$ cat src/rtl/id_exe_skid_reg.sv
// ID->EXE boundary: two-entry skid buffer (main + skid) carrying the decoded
// control word and operands, with flush, bubble gating and a stall counter.
module id_exe_skid_reg #(
  parameter int DATA_W     = 32,
  parameter int REG_ADDR_W = 5,
  parameter int CNT_W      = 16
) (
  input  logic                  clk,
  input  logic                  rst_n,
  input  logic                  flush,
  input  logic                  in_valid,
  output logic                  in_ready,
  input  logic [3:0]            in_exec_cmd,
  input  logic                  in_mem_r_en,
  input  logic                  in_mem_w_en,
  input  logic                  in_wb_en,
  input  logic                  in_is_imm,
  input  logic [1:0]            in_branch_type,
  input  logic                  in_single_src,
  input  logic [DATA_W-1:0]     in_pc,
  input  logic [DATA_W-1:0]     in_val1,
  input  logic [DATA_W-1:0]     in_val2,
  input  logic [DATA_W-1:0]     in_st_val,
  input  logic [REG_ADDR_W-1:0] in_dest,
  output logic                  out_valid,
  input  logic                  out_ready,
  output logic [3:0]            out_exec_cmd,
  output logic                  out_mem_r_en,
  output logic                  out_mem_w_en,
  output logic                  out_wb_en,
  output logic                  out_is_imm,
  output logic [1:0]            out_branch_type,
  output logic                  out_single_src,
  output logic [DATA_W-1:0]     out_pc,
  output logic [DATA_W-1:0]     out_val1,
  output logic [DATA_W-1:0]     out_val2,
  output logic [DATA_W-1:0]     out_st_val,
  output logic [REG_ADDR_W-1:0] out_dest,
  output logic [CNT_W-1:0]      stall_cnt
);

  localparam int PAY_W = 11 + 4 * DATA_W + REG_ADDR_W;

  logic             main_valid;
  logic             skid_valid;
  logic [PAY_W-1:0] in_pay;
  logic [PAY_W-1:0] main_pay;
  logic [PAY_W-1:0] skid_pay;
  logic             accept;
  logic             emit;
  logic             refill;
  logic             main_mem_r_en;
  logic             main_mem_w_en;
  logic             main_wb_en;
  logic [1:0]       main_branch_type;

  assign in_pay = {in_exec_cmd, in_mem_r_en, in_mem_w_en, in_wb_en, in_is_imm,
                   in_branch_type, in_single_src, in_pc, in_val1, in_val2,
                   in_st_val, in_dest};

  // skid_valid is a flop, so in_ready has no combinational path from either side
  assign in_ready = ~skid_valid;
  assign accept   = in_valid & in_ready;
  assign emit     = main_valid & out_ready;
  assign refill   = ~main_valid | emit;

  // ---- occupancy control ----
  always_ff @(posedge clk or negedge rst_n) begin
    if (!rst_n) begin
      main_valid <= 1'b0;
      skid_valid <= 1'b0;
    end else if (flush) begin
      main_valid <= 1'b0;
      skid_valid <= 1'b0;
    end else if (refill) begin
      if (skid_valid) begin
        main_valid <= 1'b1;
        skid_valid <= 1'b0;
      end else begin
        main_valid <= accept;
      end
    end else if (accept) begin
      skid_valid <= 1'b1;
    end
  end

  // ---- main entry payload (head of the FIFO, drives out_*) ----
  always_ff @(posedge clk or negedge rst_n) begin
    if (!rst_n) begin
      main_pay <= '0;
    end else if (!flush && refill && (skid_valid || accept)) begin
      main_pay <= skid_valid ? skid_pay : in_pay;
    end
  end

  // ---- skid entry payload ----
  always_ff @(posedge clk) begin
    if (!flush && !refill && accept) begin
      skid_pay <= in_pay;
    end
  end

  // ---- back-pressure counter, saturating ----
  always_ff @(posedge clk or negedge rst_n) begin
    if (!rst_n) begin
      stall_cnt <= '0;
    end else if (main_valid && !out_ready && (stall_cnt != {CNT_W{1'b1}})) begin
      stall_cnt <= stall_cnt + CNT_W'(1);
    end
  end

  assign {out_exec_cmd, main_mem_r_en, main_mem_w_en, main_wb_en, out_is_imm,
          main_branch_type, out_single_src, out_pc, out_val1, out_val2,
          out_st_val, out_dest} = main_pay;

  // Side-effecting fields read as a NOP whenever the head is empty
  assign out_valid       = main_valid;
  assign out_mem_r_en    = main_mem_r_en & main_valid;
  assign out_mem_w_en    = main_mem_w_en & main_valid;
  assign out_wb_en       = main_wb_en & main_valid;
  assign out_branch_type = main_branch_type & {2{main_valid}};

endmodule
$ cat config.mk
export PLATFORM = sky130hd
export DESIGN_NAME = id_exe_skid_reg
export DESIGN_NICKNAME = d
export VERILOG_FILES = /design/src/rtl/id_exe_skid_reg.sv
export SDC_FILE = /design/constraint.sdc
export NUM_CORES = 1
export LEC_CHECK = 0
export BUFFER_PORTS_ARGS = -buffer_cell sky130_fd_sc_hd__buf_2
export CORE_MARGIN = 2
export CORE_UTILIZATION = 40
export CTS_BUF_LIST = sky130_fd_sc_hd__clkbuf_8
export DETAILED_ROUTE_END_ITERATION = 8
export MAX_ROUTING_LAYER = met4
export PLACE_DENSITY = 0.71
export SYNTH_ARGS = -nofsm -noshare
export SYNTH_HDL_FRONTEND = slang
export SYNTH_SLANG_ARGS = --single-unit
$ cat constraint.sdc
create_clock -name clk -period 15.9 [get_ports clk]
set_input_delay 3.975 -clock clk [delete_from_list [all_inputs] [get_ports clk]]
set_output_delay 3.975 -clock clk [all_outputs]
set_load 0.02 [all_outputs]
# [Word-level counts from Yosys, hierarchy flattened]
# Index checks and enable logic that the tools add are counted.
[classes] n_addsub=1 n_eq_ne=1 n_mux=7 bitwise_logic=9 reduce_logical=12
[op_table] cell="2-to-1 mux 144 bit" n=1
[op_table] cell="adder 16 x 1 -> 16 bit (second input constant)" n=1
[op_table] cell="!= test 16 bit (second input constant)" n=1
[op_table] cell="logical AND 1 bit" n=6
[op_table] cell="2-to-1 mux 1 bit" n=6
[op_table] cell="AND 1 bit" n=5
[op_table] cell="logical NOT 1 bit" n=3
[op_table] cell="nonzero test 3 bit" n=1
[op_table] cell="AND 2 bit" n=1
[op_table] cell="NOT 1 bit" n=2
[op_table] cell="nonzero test 2 bit" n=1
[op_table] cell="logical OR 1 bit" n=1
[op_table] cell="OR 1 bit" n=1
[totals] ff_bits=306 output_inout_bits=162 wordCells=35

# [Logic depth before layout (Yosys ltp)]
[logic_depth] word_depth=5 depth_mapped=7 mapped_depth_nobuf=5

# [Least setup slack after synthesis]
# OpenSTA, ideal clock, no wires.
[synth_path] kind="input to register" startpoint="in flush" endpoint="reg skid_pay[0], enable pin" setup_ns=1.057 arrival_time_ns=18.905 required_time_ns=14.843 slack_ns=-4.063 cell_stages=1 cell_sequence="nor4b_1"
[synth_between] elab_chain_len=3
[synth_lines] element="start, declared" line="10" text="input logic flush,"
[synth_lines] element="logical NOT 1 bit" line="98" text="if (!flush && !refill && accept) begin"
[synth_lines] element="logical AND 1 bit (2 in a row)" line="98"
[synth_lines] element="end signal, assigned" line="99" text="skid_pay <= in_pay;"
[synth_lines] element="end, declared" line="48" text="logic [PAY_W-1:0] skid_pay;"
# No other way between the ends.
# A chain may end at the register's enable or synchronous reset.

# [Worst setup path after layout]
[layout_path] startpoint="reg skid_valid" endpoint="out in_ready"
[layout_between] elab_chain_len=1
[layout_lines] element="start, declared" line="45" text="logic skid_valid;"
[layout_lines] element="start signal, assigned" line="71" text="skid_valid <= 1'b0;"
[layout_lines] element="start signal, assigned" line="74" text="skid_valid <= 1'b0;"
[layout_lines] element="start signal, assigned" line="78" text="skid_valid <= 1'b0;"
[layout_lines] element="NOT 1 bit" line="62" text="assign in_ready = ~skid_valid;"
[layout_lines] element="end, declared" line="12" text="output logic in_ready,"
# No other way between the ends.

==> results.md <==
* Outcome: finished, final reports clean
* Skew-Pair Late Insertion Delay at 560 ps
* # DRC at 0
* Syn_area_per_cell at 12.9 um^2
* CP Capture Type: output pin
* Worst slew margin at 32.1%
* CTS Buf Count at 53
* Layout cells sized above 1 at 31.9%
* CTS H-Tree Depth at 2
* Cells after DPL at 1526
* Vias per cell at 4.87
* Row count at 65
* Syn_nets at 1141
* Vias at 7902
* Setup CP Type: register to output pin
* Critical Path Source Type: register
* IO Pins at 311
* Largest family of logic cells by synthesized area: multiplexers
* Gr ovfl total at 0
* Worst-margin pin slew at 1020 ps
* CP Data Required Time at 11930 ps
* Worst hold slack at 519 ps
* Mapped Area at 12800 um^2
* Routed wire length per instance at 16.9 um
* Crit path buffers/inverters at 2
* FF+latch count, synth at 306
* Initial antenna violation count at 2
* Layout overhead on the synthesized area at 14.6%
* Design area at 14700 um^2
* Worst path top cell family by delay: flip-flops
* Non-filler instance count after layout at 1624
* Compound-gate portion of the synthesized area at 5.79%
* Slowest cell on crit path: dfrtp_4
* Static leakage at 5.90 nW
* Port Buf Inserts at 310
* Sequential cell area at 8380 um^2
* R2r setup slk at 12800 ps
* CTS Sinks at 306
* Antenna Nets Post-Route at 0
* Unrepaired setup endpoints after global routing: false
* Post-CTS Setup Inserts at 0
* Die height at 183 um
* Die area at 33500 um^2
* Routed WL at 27.4 mm
* Seq/Total Area, Yosys at 65.3%
* Max Freq at 0.174 GHz
* Xor/xnor share of the synthesized area at 1.02%
* Hold Path Class: register to register
* Final count of negative-setup-slack endpoints at 0
* Core ar. at 31600 um^2
* Hold Buf Count CTS at 0
* Starting Density at 40.6%
* Adder-cell area share of the yosys netlist at 0.0976%
* CTS tree: yes
* PwrDens at 130 nW/um^2
* Clk root buf: clkbuf_8
* Multi-input logic area at 3180 um^2
* Max cap viols at 0
* Tmin final at 5760 ps
* Post-DP HPWL at 17.5 mm
* Fin nets at 1329
* CP max stage delay at 950 ps
* CP arrival at 1790 ps
* Mux contribution to synthesized area at 11.3%
* Post-CTS sizing at 0
* Ys Warns at 0
* Final Cycle Share at 36.2%
* Initial DRC Count at 416
* Synth cell types at 29
* Vias in the first global route at 8102
* GP Congestion at 0.754
* GRT Overall Usage at 16.7%
* Worst Path Max Fanout at 43
* Setup TNS at 0 ps
* Number of detailed-route iterations in the first pass at 4
* Largest net degree at the start of global routing at 145
* Filler cells at 2872
* CTS clk-pin slew, worst paths at 60 ps
* Slew Limit Fails at 0
* Final Hold Viols at 0
* Layout Skew at 19.3 ps
* Clock buffer depth at 3
* Crit path cell chain: inv_1 > buf_2
* Worst vdd ir at 0.0000745 V
* Synth Area in Simple Gates at 6.44%
* Mapped Cells at 991
* Placed Area at 13700 um^2
* First-pass GRT wire length at 43.6 mm
* Die width at 183 um
[state kept, by name, summed over array words and instances (netlist names)]
name / flops
stall_cnt: 16
main_pay: 144
out_valid: 1
skid_valid: 1
skid_pay: 144
[logic make-up (layout without fill, tap and decap cells)]
logic type,Yosys count,count (layout)
AO/OA/AOI/OAI,146,146
multiplexers,145,145
XOR/XNOR,15,15
other,0,2
adder cells (fa/ha/maj),1,1
AND/OR/NAND/NOR,192,192
flip-flops,306,306
buffers and inverters,186,415
[routing by layer]
metal  up-vias  track usage, %  wire [um]
met3        64            4.75       2120
met2       274            26.1      12800
li1       3732               -          -
met5         -               -          0
met4         0            6.02        839
met1      3832            20.8      11700
[path summary, 6_finish.rpt]
check / startpoint / to / depth (start not counted)
max: skid_valid / in_ready / 2
min: main_pay[0] / main_pay[0] / 2
max reg2reg: skid_valid / main_pay[14] / 6
min reg2reg: main_pay[0] / main_pay[0] / 2
max in group asynchronous: rst_n / main_pay[136] / 2
min in group asynchronous: rst_n / stall_cnt[4] / 1
[layout make-up]
cell class                 count  share of cell area (%)
sequential                   306                    57.0
multi-input combinational    499                    21.6
timing repair buffer         318                    11.1
clock buffer                  60                    5.62
tap                          402                    3.42
clock inverter                36                    1.13
antenna                        2                  0.0341
inverter                       1                  0.0255
[where the power goes]
group / switching (W) / internal (W)
clock network: 0.000309 / 0.000358
logic: 0.000193 / 0.000103
registers: 0.0000416 / 0.000903
total: 0.000544 / 0.00136
[cell usage after synthesis]
| cell | n | area, um^2 |
|---|---|---|
| mux2i_1 | 144 | 1440 |
| mux2_1 | 1 | 11.3 |
| nand2_1 | 10 | 37.5 |
| nor3_4 | 1 | 16.3 |
| xor2_1 | 9 | 78.8 |
| nor4b_1 | 1 | 8.76 |
| and4_1 | 1 | 8.76 |
| nand4_1 | 5 | 31.3 |
| buf_2 | 32 | 160 |
| nand3_1 | 2 | 10.0 |
| nor4_4 | 1 | 21.3 |
| or3_1 | 1 | 6.26 |
| inv_1 | 1 | 3.75 |
| edfxtp_1 | 144 | 4320 |
| clkbuf_1 | 8 | 30.0 |
| o311ai_2 | 1 | 16.3 |
| and2_1 | 5 | 31.3 |
| nor2b_1 | 1 | 6.26 |
| dfrtp_1 | 162 | 4050 |
| and3_1 | 1 | 6.26 |
| xnor2_1 | 6 | 52.6 |
| buf_4 | 145 | 1090 |
| nor2_1 | 152 | 571 |
| ha_1 | 1 | 12.5 |
| nor3_1 | 6 | 30.0 |
| nand2b_1 | 3 | 18.8 |
| and4b_1 | 1 | 10.0 |
| a21oi_1 | 145 | 726 |
| nand4_2 | 1 | 12.5 |
[per-stage QoR]
step	worst slack (ps)	util, %	total power [W]
after CTS	10090	46.6	0.00194
final	10140	46.6	0.00191
after floorplan	3210	-	0.00121
after global routing	10050	46.6	0.00201
after detailed placement	9800	43.4	0.00126
after global placement	9960	43.4	0.00125
[tightest hold or removal path, stage by stage (launching register included)]
cell and delay, ps:
dfrtp_1 330, nor2_1 40, a21oi_1 100
[cells in the final DEF, fill, tap and decap left out, types with 4 or more instances in the layout]
cell type,count
a21oi_1,145
and2_1,5
buf_2,309
buf_4,7
clkbuf_8,60
clkinv_1,7
clkinv_2,4
dfrtp_1,161
edfxtp_1,144
inv_1,25
mux2i_1,144
nand2_1,10
nand4_1,5
nor2_1,152
nor3_1,6
xnor2_1,6
xor2_1,9
Note: power is estimated with default switching activity, not from simulation.
